<file path="src/rtl/rgmii_rx_clk_speed_detect.sv">
// rgmii_rx_clk_speed_detect
// Measures the rise-to-rise period of the synchronized forwarded RX clock in clk_i cycles and
// reports a debounced link-speed setting (1000/100/10) or loss of clock on timeout.
// Optional build macro RX_SPEED_DETECT_ERRCNT_EN adds err_count_o, a saturating count of rises
// whose class disagreed with the locked setting.

module rgmii_rx_clk_speed_detect #(
   parameter int unsigned GIG_MAX_P    = 3,
   parameter int unsigned FAST_MAX_P   = 15,
   parameter int unsigned SLOW_MAX_P   = 150,
   parameter int unsigned TIMEOUT_P    = 255,
   parameter int unsigned STABLE_CNT_P = 4
) (
   input  logic       clk_i,
   input  logic       reset_i,
   input  logic       sample_i,
   output logic [1:0] clk_setting_o,
   output logic       valid_o,
   output logic       change_o
`ifdef RX_SPEED_DETECT_ERRCNT_EN
   ,
   output logic [7:0] err_count_o
`endif
);

   localparam int unsigned CntW   = $clog2(TIMEOUT_P + 1);
   localparam int unsigned MatchW = $clog2(STABLE_CNT_P + 1);

   localparam logic [1:0] Set1000 = 2'b00;
   localparam logic [1:0] Set100  = 2'b01;
   localparam logic [1:0] Set10   = 2'b10;
   localparam logic [1:0] SetNone = 2'b11;

   localparam logic [CntW-1:0]   CntMax    = CntW'(TIMEOUT_P);
   localparam logic [MatchW-1:0] MatchLock = MatchW'(STABLE_CNT_P);

   typedef enum logic [1:0] {
      StSearch,
      StMeasure,
      StLocked
   } state_e;

   // Map a measured period onto a speed class; out-of-range periods read as no clock.
   function automatic logic [1:0] classify(input logic [CntW-1:0] period);
      logic [31:0] p;
      p = 32'(period);
      if (p < 32'd2) begin
         classify = SetNone;
      end else if (p <= GIG_MAX_P) begin
         classify = Set1000;
      end else if (p <= FAST_MAX_P) begin
         classify = Set100;
      end else if (p <= SLOW_MAX_P) begin
         classify = Set10;
      end else begin
         classify = SetNone;
      end
   endfunction

   logic                sample_q;
   logic                rise;
   logic [CntW-1:0]     cnt_q, cnt_d;
   logic                cnt_sat;
   logic                timeout;
   logic [1:0]          cls;

   state_e              state_q, state_d;
   logic [MatchW-1:0]   match_q, match_d;
   logic [1:0]          cand_q, cand_d;
   logic [1:0]          setting_q, setting_d;
   logic                valid_q, valid_d;
   logic                change_q, change_d;

   assign rise    = sample_i & ~sample_q;
   assign cnt_sat = (cnt_q == CntMax);
   // A rise in the saturation cycle takes priority; its period then classifies as no clock.
   assign timeout = cnt_sat & ~rise & (state_q != StSearch);
   assign cls     = classify(cnt_q);

   // Period counter: restarts at 1 on each rise, otherwise counts up and saturates.
   always_comb begin
      cnt_d = cnt_q;
      if (rise) begin
         cnt_d = CntW'(1);
      end else if (!cnt_sat) begin
         cnt_d = cnt_q + CntW'(1);
      end
   end

   // Edge-detect register and period counter.
   always_ff @(posedge clk_i) begin
      if (reset_i) begin
         sample_q <= 1'b0;
         cnt_q    <= '0;
      end else begin
         sample_q <= sample_i;
         cnt_q    <= cnt_d;
      end
   end

   // Search/measure/lock sequencing and output next-state.
   always_comb begin
      state_d   = state_q;
      match_d   = match_q;
      cand_d    = cand_q;
      setting_d = setting_q;
      valid_d   = valid_q;
      change_d  = 1'b0;

      unique case (state_q)
         StSearch: begin
            // First rise only starts the period measurement.
            if (rise) begin
               state_d = StMeasure;
            end
         end

         StMeasure: begin
            if (timeout) begin
               state_d   = StSearch;
               setting_d = SetNone;
               valid_d   = 1'b0;
               cand_d    = SetNone;
               match_d   = '0;
            end else if (rise) begin
               if ((cls != SetNone) && (cls == cand_q)) begin
                  match_d = match_q + MatchW'(1);
               end else begin
                  cand_d  = cls;
                  match_d = (cls == SetNone) ? MatchW'(0) : MatchW'(1);
               end
               if (match_d == MatchLock) begin
                  // Old setting is held through re-measure; only a real change pulses.
                  change_d  = ~valid_q | (cand_d != setting_q);
                  setting_d = cand_d;
                  valid_d   = 1'b1;
                  state_d   = StLocked;
                  match_d   = '0;
               end
            end
         end

         StLocked: begin
            if (timeout) begin
               state_d   = StSearch;
               setting_d = SetNone;
               valid_d   = 1'b0;
               cand_d    = SetNone;
               match_d   = '0;
            end else if (rise && (cls != setting_q)) begin
               state_d = StMeasure;
               cand_d  = cls;
               match_d = (cls == SetNone) ? MatchW'(0) : MatchW'(1);
            end
         end

         default: begin
            state_d = StSearch;
         end
      endcase
   end

   // FSM and output registers.
   always_ff @(posedge clk_i) begin
      if (reset_i) begin
         state_q   <= StSearch;
         match_q   <= '0;
         cand_q    <= SetNone;
         setting_q <= SetNone;
         valid_q   <= 1'b0;
         change_q  <= 1'b0;
      end else begin
         state_q   <= state_d;
         match_q   <= match_d;
         cand_q    <= cand_d;
         setting_q <= setting_d;
         valid_q   <= valid_d;
         change_q  <= change_d;
      end
   end

   assign clk_setting_o = setting_q;
   assign valid_o       = valid_q;
   assign change_o      = change_q;

`ifdef RX_SPEED_DETECT_ERRCNT_EN
   logic [7:0] err_q, err_d;

   // valid_q is only set in LOCKED or in a re-measure that started from LOCKED.
   always_comb begin
      err_d = err_q;
      if (rise && valid_q && (cls != setting_q) && (err_q != 8'hFF)) begin
         err_d = err_q + 8'd1;
      end
   end

   // Disagreement counter, cleared only by reset.
   always_ff @(posedge clk_i) begin
      if (reset_i) begin
         err_q <= '0;
      end else begin
         err_q <= err_d;
      end
   end

   assign err_count_o = err_q;
`endif

endmodule

</file>
<file path="config.mk">
export PLATFORM = sky130hd
export DESIGN_NAME = rgmii_rx_clk_speed_detect
export DESIGN_NICKNAME = d
export VERILOG_FILES = /design/src/rtl/rgmii_rx_clk_speed_detect.sv
export SDC_FILE = /design/constraint.sdc
export NUM_CORES = 1
export LEC_CHECK = 0
export CAP_MARGIN = 30
export CORE_UTILIZATION = 46
export CTS_CLUSTER_SIZE = 8
export DETAILED_ROUTE_END_ITERATION = 8
export GPL_TIMING_DRIVEN = 0
export SLEW_MARGIN = 20
export SYNTH_ARGS = -nofsm -noshare
export SYNTH_HDL_FRONTEND = slang
export SYNTH_SLANG_ARGS = --single-unit
export TNS_END_PERCENT = 20
</file>
<file path="constraint.sdc">
create_clock -name clk_i -period 5.7 [get_ports clk_i]
set_input_delay 1.14 -clock clk_i [delete_from_list [all_inputs] [get_ports clk_i]]
set_output_delay 1.14 -clock clk_i [all_outputs]
set_load 0.01 [all_outputs]
</file>
---- Word-level counts from Yosys, hierarchy flattened ----
Index checks and enable logic that the tools add are counted.
word-level totals
  register bits after elaboration ......... 20
  output and inout bits ................... 4
  word-level logic and storage cells ...... 92
operators by class
  add/subtract/negate cells ............... 2
  order comparisons ....................... 4
  equality and inequality tests ........... 15
  muxes and demuxes ....................... 43
  bitwise gates (word level) .............. 9
  reductions and logical operators ........ 10
operators with widths
  operator             count
  $mux 2               21
  $mux 3               9
  $ne 3x3->1 const B   3
  $add 8x1->8 const B  1
  $eq 8x8->1 const B   1
  $le 8x2->1 const B   1
  $le 8x4->1 const B   1
  $le 8x8->1 const B   1
  $lt 8x2->1 const B   1
  $mux 1               8
  $ne 2x2->1 const B   4
  $pmux 2 s2           2
  $reduce_and 4->1     2
  $pmux 2 s3           1
  $pmux 3 s2           1
  $not 1->1            5
  $reduce_or 5->1      1
  $eq 2x2->1 const B   2
  $ne 2x2->1           2
  $reduce_bool 2->1    2
  $add 3x1->3 const B  1
  $and 1x1->1          3
  $eq 3x3->1 const B   1
  $reduce_and 3->1     1
  7 further kinds      8

---- Depth between registers and ports, before layout ----
Gate-level depths: netlist of run 1.
  depth after elaboration ................. 16
  mapped depth ............................ 8
  gate-level depth less buffers ........... 7

---- Worst setup path before layout of run 1 ----
No wires, ideal clock.
  path kind ............................... input-to-reg
  start point ............................. input sample_i
  end point ............................... register cand_q[1]
  arrival time ............................ 2228 ps
  slack ................................... 3352 ps
  stages on the path ...................... 5
  buffers on the path ..................... 0
  cell sequence ........................... nor2b_1 > o2111ai_2 > o311ai_4 > nor2b_1 > a211o_1
on the way
  longest elaborated chain between the ends .. 6
RTL lines
  item                                                             RTL line  text
  from (decl)                                                      16        input logic sample_i,
  $and 1x1->1 (*)                                                  74        assign rise = sample_i & ~sample_q;
  $not 1->1 (no line)                                              --
  $and 1x1->1 (2 in a row)                                         77        assign timeout = cnt_sat & ~rise & (state_q != StSearch);
  $ne 3x3->1 (no line), or another cell as far along               --
  $reduce_and 3->1 (no line) / $pmux 2 s2 (equally long branches)  --
  to (signal assigned)                                             168       cand_q <= SetNone;
  to (signal assigned)                                             175       cand_q <= cand_d;
  to (decl)                                                        69        logic [1:0] cand_q, cand_d;
Mark *: on every way between the ends. The rest lies on a longest branch, timed or not.
A chain may end at the register's enable or synchronous reset.

---- Final worst setup path of run 1 ----
Same ends and word-level chain as after synthesis.

==> flow_summary_export.csv, run 1 <==
group,metric,value,unit
status,status,"completed",
finish,final_nets,149,
clock_tree,ctsHoldBuffers,0,
global_routing,globalRouteMet1Util,31.89,%
global_routing,grt_most_used_layer,"met1",
setup_path,worstPathCellList,"clkdlybuf4s50_1 > nor2b_1 > o2111ai_2 > o311ai_4 > nor2b_1 > a211o_1",
synth,synth_area_leaders,"dfxtp_1, a21oi_1, nand2_1, nand2b_1, a211o_1",
clock_tree,clkTransAtPathRegs,0.11,ns
sta,finalSetupTns,0,ns
setup_path,cp.arrival,3.02,ns
placement,dpl_cell_area,1222,sq um
sta,relSlewSlack,61.35,%
synth,synthesis.nets,139,
synth,seq_area_frac_synth,35.20,%
die,core,2276,sq um
clock_tree,numCtsBuffers,3,
setup_path,crit-reg2reg-capture,"match_q[2]$_SDFFE_PP0P_",
clock_tree,clock_path_buffers,2,
detailed_routing,vias,1024,
setup_path,worstSetupEndpointType,"flip-flop",
pwr,power_density,192.9,nW/um^2
die,die_area,2675,sq um
setup_path,worstPathRequired,5.90,ns
pwr,peakVddDrop,151.1,uV
detailed_routing,routed_wl,2.441,mm
synth,synth_edf_count,0,
clock_tree,cts_tree,"built",
synth,syn_area,1137,sq um
hold_path,holdPathStages,2,
synth,synth_common_cells,"dfxtp_1, nand2_1, a21oi_1, nor2_1, nand2b_1",
sta,timing.fmax,354.5,MHz
hold_path,holdCritStartpoint,"match_q[1]$_SDFFE_PP0P_",
synth,synthDistinctLibCells,44,
hold_path,hold_class,"reg -> reg",
synth,yosysWarnings,0,
job,maxCapViolations,0,
placement,gp_congestion,0.8751,
detailed_routing,ant_nets,0,
clock_tree,cts_resized,0,
clock_tree,cts_root_buf,"clkbuf_4",
global_routing,grt_overflow,0,
global_routing,met3_usage,2.632,%
pwr,p_sw_share,25.98,%
synth,synthSimpleGateAreaFrac,29.26,%
sta,grt_setup_unrepaired,"no",
pwr,clock_power_share,28.0,%
clock_tree,insertion_delay,0.30,ns
setup_path,crit_family,"compound AO/OA/AOI/OAI gates",
synth,yosys.area.top_type,"dfxtp_1",
global_routing,grt_pass1_vias,933,
synth,ys_async_sr_fraction,0,%
die,die_h,51.73,um
detailed_routing,wl_per_cell,14.36,um
global_routing,grt_start_max_net_pins,11,
sta,slew_viol_final,0,
setup_path,reg2reg_setup_slack,3.12,ns
clock_tree,h-tree-depth,1,
setup_path,rr_startpoint,"cnt_q[1]$_SDFFE_PP0P_",
finish,synthToLayoutAreaGrowth,9.461,%
synth,synth_compound_area_share,25.52,%
pwr,leakagePower,0.0004612,uW
detailed_routing,remaining_drc_errors,0,
sta,fin_hold_ws,0.4691,ns
pwr,pwr-share-seq,60.8,%
finish,diodes,0,
sta,hold_violations,0,
hold_path,hold_end,"match_q[1]$_SDFFE_PP0P_",
synth,synth_seq_cells,20,
global_routing,met2_usage,30.09,%
pwr,p_int,177.8,uW
global_routing,track_usage,21.01,%
synth,synth_top_flop_cell,"dfxtp_1",
sta,finClkSkew,0.006000,ns
die,start_util,49.97,%
sta,finalSetupViolCount,0,
pwr,switchingPower,62.39,uW
synth,synth_top_family_by_area,"simple AND/OR/NAND/NOR gates",
sta,post-route-period-util,49.48,%
finish,fin_area,1245,sq um
clock_tree,cts_sinks,20,
detailed_routing,drtIter0Drc,30,
setup_path,startpoint_type,"input pin",
sta,worstMarginPinSlew,0.5745,ns
global_routing,grt_pass1_wl,4.250,mm
synth,synth_top_area_share,35.20,%
synth,synth-xor-area-share,3.850,%
finish,layout-drive-gt1-share,8.451,%
synth,synthMuxAreaShare,0.8801,%
placement,dp_hpwl,1.805,mm
clock_tree,cts_setup_buffers,0,
die,num_rows,17,
setup_path,worstSetupPathType,"in -> reg",
synth,synth_area_per_cell,8.488,sq um
die,io_pins,7,
pwr,pwr-share-comb,11.3,%
setup_path,crit_top_cell,"nor2b_1",
detailed_routing,first_pass_iters,6,
detailed_routing,via_per_inst,6.024,
synth,synth.most_common_cell,"dfxtp_1",
synth,synth_fa_ha_area_share,2.200,%
global_routing,antenna_found_initial,0,
setup_path,ff2ff_path_depth,8,
sta,period_minus_slack,2.821,ns
die,die_x,51.73,um
setup_path,max_stage_delay,0.49,ns
synth,syn_inst,134,
setup_path,cp_max_fo,10,
setup_path,slowest_stage,"clkdlybuf4s50_1",
setup_path,path_buf_inv,1,
placement,numPortBuffers,5,
==> per-stage QoR <==
| step | power, uW | setup WS (ns) | util, % | instances |
|---|---|---|---|---|
| 2_1_floorplan | 169.1 | 3.352 | - | 134 |
| 3_3_place_gp | 175.4 | 2.618 | 53.71 | 167 |
| 3_5_place_dp | 175.6 | 2.630 | 53.71 | 167 |
| 4_1_cts | 242.7 | 2.922 | 54.70 | 170 |
| 5_1_grt | 251.6 | 2.772 | 54.70 | 170 |
| 6_report | 240.2 | 2.879 | 54.70 | 170 |
==> tightest hold or removal path: cells and delay by family (launching register included) <==
kind               cells  cell delay [ns]
DFF                    1             0.33
and+or+nand+nor        1             0.05
AOI/OAI and AO/OA      1             0.05
==> state kept, by name (all words and copies together), names as in the netlist <==
signal	flops
valid_o	1
match_q	3
state_q	2
clk_setting_o	2
change_o	1
cand_q	2
sample_q	1
cnt_q	8
==> worst max-delay path by stage <==
stage               depth (start not counted)      from  slack [ns]                      to
floorplan                                   5  sample_i        3.35  cand_q[1]$_SDFFE_PP1P_
CTS                                         6  sample_i        2.92  cand_q[1]$_SDFFE_PP1P_
finish                                      6  sample_i        2.88  cand_q[1]$_SDFFE_PP1P_
global route                                6  sample_i        2.77  cand_q[1]$_SDFFE_PP1P_
global placement                            6  sample_i        2.62  cand_q[0]$_SDFFE_PP1P_
detailed placement                          6  sample_i        2.63  cand_q[0]$_SDFFE_PP1P_
==> kinds of logic (layout without fill, tap and decap cells) <==
family,after synthesis,in the layout
AO/OA/AOI/OAI,37,37
XOR/XNOR,5,5
adder cells (fa/ha/maj),2,2
buffers and inverters,9,17
flip-flops,20,20
multiplexers,1,1
AND/OR/NAND/NOR,60,60
==> layout by cell type (no fill, tap or decap), types with 3 or more instances in the layout <==
cell type / count
clkbuf_1: 4
xor2_1: 3
dfxtp_1: 20
a211o_1: 4
nand4_1: 4
nor2b_1: 3
nor3_1: 4
a31oi_1: 4
nand2_1: 14
inv_1: 4
nand3_1: 4
clkdlybuf4s50_1: 5
nand2b_1: 6
clkbuf_4: 3
a21oi_1: 13
nor2_1: 9
o21ai_0: 3
==> power groups by stage <==
stage               logic, uW  clock network, uW  registers [uW]
floorplan                20.9                  0             148
global placement         26.4                  0             149
detailed placement       26.5                  0             149
CTS                      26.8               70.0             146
global route             30.5               74.5             147
finish                   27.0               67.2             146
==> per-layer routing <==
metal	vias to the layer above	part of all wire, %
li1	517	-
met1	481	51
met2	24	44
met3	2	4.8
met4	0	0.70
met5	-	0
==> final cells by class <==
cell class	count	area (sq um)
fill	223	1031
clock buffer	3	22.52
tap	28	35.03
buffer	5	20.02
multi-input combinational	105	701.9
inverter	4	15.01
timing repair buffer	5	50.05
sequential	20	400.4
(Power assumes the default switching activity.)
==> run 2: changes to the inputs <==
clock period = 2.7 ns   (was 5.7 ns; I/O delays follow)
==> flow_summary_export.csv, run 2 (same netlist as run 1, synthesis figures left out) <==
group,metric,value,unit
die,num_rows,17,
setup_path,max_stage_delay,0.56,ns
global_routing,grt_pass1_wl,4.250,mm
sta,finClkSkew,0.005910,ns
die,core,2276,sq um
global_routing,grt_pass1_vias,933,
pwr,peakVddDrop,319.8,uV
sta,period_minus_slack,2.433,ns
setup_path,worstSetupEndpointType,"flip-flop",
finish,final_nets,149,
clock_tree,clkTransAtPathRegs,0.12,ns
clock_tree,clock_path_buffers,2,
setup_path,cp.arrival,2.66,ns
die,die_x,51.73,um
finish,top_register,"cnt_q",
pwr,leakagePower,0.0004613,uW
detailed_routing,vias,1046,
finish,multi_input_area,706.9,sq um
placement,placedCellCount,167,
setup_path,worstPathRequired,2.93,ns
job,maxCapViolations,0,
clock_tree,insertion_delay,0.30,ns
setup_path,startpoint_type,"flip-flop",
placement,gp_congestion,0.8751,
clock_tree,numCtsBuffers,3,
die,start_util,49.97,%
sta,relSlewSlack,61.34,%
detailed_routing,first_pass_iters,7,
sta,finalSetupViolCount,0,
setup_path,worstPathCellList,"ha_1 > and2_1 > clkbuf_1 > nand3_2 > nand2_1 > o311ai_4 > or4_1 > a31oi_1",
sta,finalSetupTns,0,ns
finish,diodes,0,
placement,dp_hpwl,1.805,mm
hold_path,hold_class,"reg -> reg",
die,io_pins,7,
placement,dpl_cell_area,1222,sq um
detailed_routing,routed_wl,2.483,mm
sta,worstMarginPinSlew,0.5745,ns
die,die_area,2675,sq um
clock_tree,cts_setup_buffers,0,
finish,final_cell_mix,"dfxtp_1, nand2_1, a21oi_1",
clock_tree,h-tree-depth,1,
placement,numPortBuffers,5,
finish,final_core_utilization,54.92,%
global_routing,antenna_found_initial,0,
finish,fin_area,1250,sq um
setup_path,reg2reg_setup_slack,0.27,ns
finish,final_cells,170,
sta,timing.fmax,411.1,MHz
detailed_routing,ant_nets,0,
finish,seq_area,400.4,sq um
detailed_routing,wl_per_cell,14.61,um
finish,layout_commonest_cell,"dfxtp_1",
sta,hold_violations,0,
detailed_routing,via_per_inst,6.153,
status,status,"completed",
setup_path,worstSetupPathType,"reg -> reg",
sta,slew_viol_final,0,
die,die_h,51.73,um
global_routing,grt_overflow,0,
clock_tree,cts_sinks,20,
finish,layout-drive-gt1-share,9.155,%
global_routing,track_usage,21.01,%
setup_path,slowest_stage,"or4_1",
sta,layout_setup_ws,0.2673,ns
global_routing,grt_start_max_net_pins,11,
clock_tree,cts_tree,"built",
detailed_routing,remaining_drc_errors,0,
setup_path,crit_path_start,"cnt_q[1]$_SDFFE_PP0P_",
pwr,power_density,406.3,nW/um^2
setup_path,rr_startpoint,"cnt_q[1]$_SDFFE_PP0P_",
detailed_routing,drtIter0Drc,35,
sta,post-route-period-util,90.10,%
clock_tree,cts_root_buf,"clkbuf_4",
finish,largest_reg_flops,8,
placement,placement.setup.worst_slack,0.1586,ns
finish,nFillCells,222,
hold_path,holdCritStartpoint,"match_q[1]$_SDFFE_PP0P_",
setup_path,cp_max_fo,10,
finish,synthToLayoutAreaGrowth,9.901,%
sta,grt_setup_unrepaired,"no",
clock_tree,ctsHoldBuffers,0,
finish,top_regs,"cnt_q: 8 flops, match_q: 3 flops",
## run 2: cell counts in the layout (fill, tap and decap cells not counted)
Identical to the previous run, type by type.
## run 2: metrics by stage
step                      hold WS, ns  total power, uW
after global placement         0.4471            370.2
after detailed placement       0.4550            370.7
after global routing           0.4917            531.1
after CTS                      0.4717            512.3
after floorplan                0.4356            357.1
final                          0.4691            507.9
## run 2: critical path, delay by kind of cell (launching register included)
family	cells	cell delay (ns)
AND/OR/NAND/NOR	4	1.13
flip-flops	1	0.43
AO/OA/AOI/OAI	2	0.37
buffers and inverters	1	0.23
adder cells (fa/ha/maj)	1	0.19
## run 2: report_power, final
group | switching (uW) | total, uW | internal (uW)
clock network | 90.7 | 143 | 51.9
logic | 35.4 | 57.1 | 21.8
registers | 6.48 | 308 | 302
total | 133 | 508 | 375
## run 2: worst paths after layout
kind,to,cells past startpoint
setup / recovery,match_q[2]$_SDFFE_PP0P_,8
hold / removal,match_q[1]$_SDFFE_PP0P_,2
setup reg to reg,match_q[2]$_SDFFE_PP0P_,8
hold reg to reg,match_q[1]$_SDFFE_PP0P_,2
## run 2: what timing repair did
item	4_1_cts	5_1_grt
hold endpoints to repair	0	0
resized for setup	0	1
setup endpoints to repair	0	1
## run 2: area by class of cell
class / count / share of cell area [%]
multi-input combinational: 105 / 56.56
buffer: 5 / 1.602
timing repair buffer: 5 / 4.004
clock buffer: 3 / 1.802
tap: 28 / 2.803
sequential: 20 / 32.03
inverter: 4 / 1.201
## run 2: layer usage
layer	routed length (um)	track usage [%]	vias up	part of all wire [%]
met5	0	0	-	0
met4	17	7.207	0	0.68
met3	146	2.632	2	5.9
met2	1083	30.09	38	44
met1	1236	31.89	489	50
li1	-	-	517	-
==> run 3: changes to the inputs <==
CORE_UTILIZATION = 57   (was 46)
PLACE_DENSITY = 0.77   (was default)
==> flow_summary_export.csv, run 3 (same netlist as run 1, synthesis figures left out) <==
group,metric,value,unit
status,status,"completed",
sta,finClkSkew,0.001678,ns
detailed_routing,drtIter0Drc,51,
sta,period_minus_slack,2.438,ns
finish,final_core_utilization,69.93,%
pwr,pwr-share-seq,57.1,%
finish,top_regs,"cnt_q: 8 flops, match_q: 3 flops",
pwr,power_density,428.1,nW/um^2
global_routing,grt_overflow,0,
hold_path,hold_class,"reg -> reg",
detailed_routing,ant_nets,0,
detailed_routing,routed_wl,2.414,mm
sta,finalSetupViolCount,0,
setup_path,cp_max_fo,10,
pwr,p_int,405.7,uW
die,die_area,2178,sq um
setup_path,ff2ff_path_depth,6,
placement,numPortBuffers,5,
finish,diodes,0,
setup_path,worstSetupEndpointType,"flip-flop",
finish,layout-drive-gt1-share,9.790,%
die,io_pins,7,
finish,synthToLayoutAreaGrowth,10.78,%
sta,grt_setup_unrepaired,"no",
sta,post-route-period-util,90.31,%
setup_path,reg2reg_setup_slack,0.26,ns
finish,final_nets,149,
detailed_routing,vias,1069,
placement,placement.setup.worst_slack,0.1974,ns
detailed_routing,wl_per_cell,14.37,um
die,num_rows,15,
pwr,pwr-share-comb,10.7,%
sta,fin_hold_ws,0.4674,ns
die,start_util,63.13,%
setup_path,cp.arrival,2.64,ns
global_routing,track_usage,24.16,%
clock_tree,h-tree-depth,1,
clock_tree,cts_sinks,20,
detailed_routing,via_per_inst,6.363,
finish,final_cells,168,
die,die_h,46.67,um
pwr,peakVddDrop,362.4,uV
sta,hold_violations,0,
clock_tree,cts_setup_buffers,0,
pwr,switchingPower,133.6,uW
setup_path,startpoint_type,"flip-flop",
setup_path,worstPathRequired,2.91,ns
sta,timing.fmax,410.1,MHz
sta,finalSetupTns,0,ns
pwr,clock_power_share,32.2,%
detailed_routing,first_pass_iters,5,
pwr,leakagePower,0.0004685,uW
clock_tree,cts_resized,0,
clock_tree,clock_path_buffers,2,
global_routing,antenna_found_initial,0,
clock_tree,cts_root_buf,"clkbuf_4",
clock_tree,clkTransAtPathRegs,0.11,ns
setup_path,worstSetupPathType,"reg -> reg",
finish,layout_commonest_cell,"dfxtp_1",
sta,slew_viol_final,0,
die,die_x,46.67,um
placement,placedCellCount,164,
sta,layout_setup_ws,0.2617,ns
sta,relSlewSlack,54.86,%
clock_tree,cts_tree,"built",
clock_tree,numCtsBuffers,3,
detailed_routing,remaining_drc_errors,0,
global_routing,grt_pass1_wl,3.739,mm
die,core,1802,sq um
finish,largest_reg_flops,8,
finish,final_cell_mix,"dfxtp_1, nand2_1, a21oi_1",
placement,gp_congestion,0.8802,
clock_tree,insertion_delay,0.30,ns
setup_path,crit_end,"cand_q[1]$_SDFFE_PP1P_",
global_routing,grt_pass1_vias,878,
setup_path,rr_startpoint,"cnt_q[7]$_SDFFE_PP0P_",
placement,dp_hpwl,1.705,mm
global_routing,grt_start_max_net_pins,12,
finish,top_register,"cnt_q",
clock_tree,ctsHoldBuffers,0,
sta,worstMarginPinSlew,0.6709,ns
job,maxCapViolations,0,
setup_path,crit-reg2reg-capture,"cand_q[1]$_SDFFE_PP1P_",
setup_path,crit_path_start,"cnt_q[7]$_SDFFE_PP0P_",
pwr,p_sw_share,24.78,%
[run 3: cell types whose count changed in the layout (fill, tap and decap cells not counted)]
cell	change
clkbuf_8	+1
[run 3: area by class of cell]
cell class	count	area, sq um
plain buffers	5	20.02
clock buffers	4	36.28
fillers	158	541.8
inverters	4	15.01
multi-input cells	105	706.9
flip-flops and latches	20	400.4
well taps	25	31.28
repair buffers	5	50.05
[run 3: critical path, stage by stage (launching register included)]
cell and delay [ns]:
dfxtp_1 0.40, nor4_1 0.64, nand2_1 0.22, and3_2 0.27, o311ai_4 0.45, nor2b_1 0.09
a211o_1 0.27
[run 3: power groups by stage]
stage	clock, uW	sequential, uW	combinational, uW
finish	174	308	57.4
global route	188	309	62.6
CTS	176	308	56.5
detailed placement	0	315	56.2
global placement	0	315	54.4
floorplan	0	313	44.1
[run 3: worst min path at each step]
stage                                  startpoint                 endpoint  depth (start not counted)
after floorplan           match_q[1]$_SDFFE_PP0P_  match_q[1]$_SDFFE_PP0P_                          2
after global placement    match_q[1]$_SDFFE_PP0P_  match_q[1]$_SDFFE_PP0P_                          2
after detailed placement  match_q[1]$_SDFFE_PP0P_  match_q[1]$_SDFFE_PP0P_                          2
after CTS                 match_q[1]$_SDFFE_PP0P_  match_q[1]$_SDFFE_PP0P_                          2
after global routing      match_q[1]$_SDFFE_PP0P_  match_q[1]$_SDFFE_PP0P_                          2
final                     match_q[1]$_SDFFE_PP0P_  match_q[1]$_SDFFE_PP0P_                          2
[run 3: stage by stage]
step	total power, uW	instance area (sq um)
2_1_floorplan	357.1	1137
3_3_place_gp	368.9	1219
3_5_place_dp	371.0	1219
4_1_cts	541.1	1255
5_1_grt	560.0	1260
6_report	539.4	1260
[run 3: routing by layer]
layer	wire [um]	up-vias	GRT usage [%]
met5	0	-	0
met4	30	0	10.29
met3	165	5	2.353
met2	1093	43	37.50
met1	1124	502	33.65
li1	-	519	-
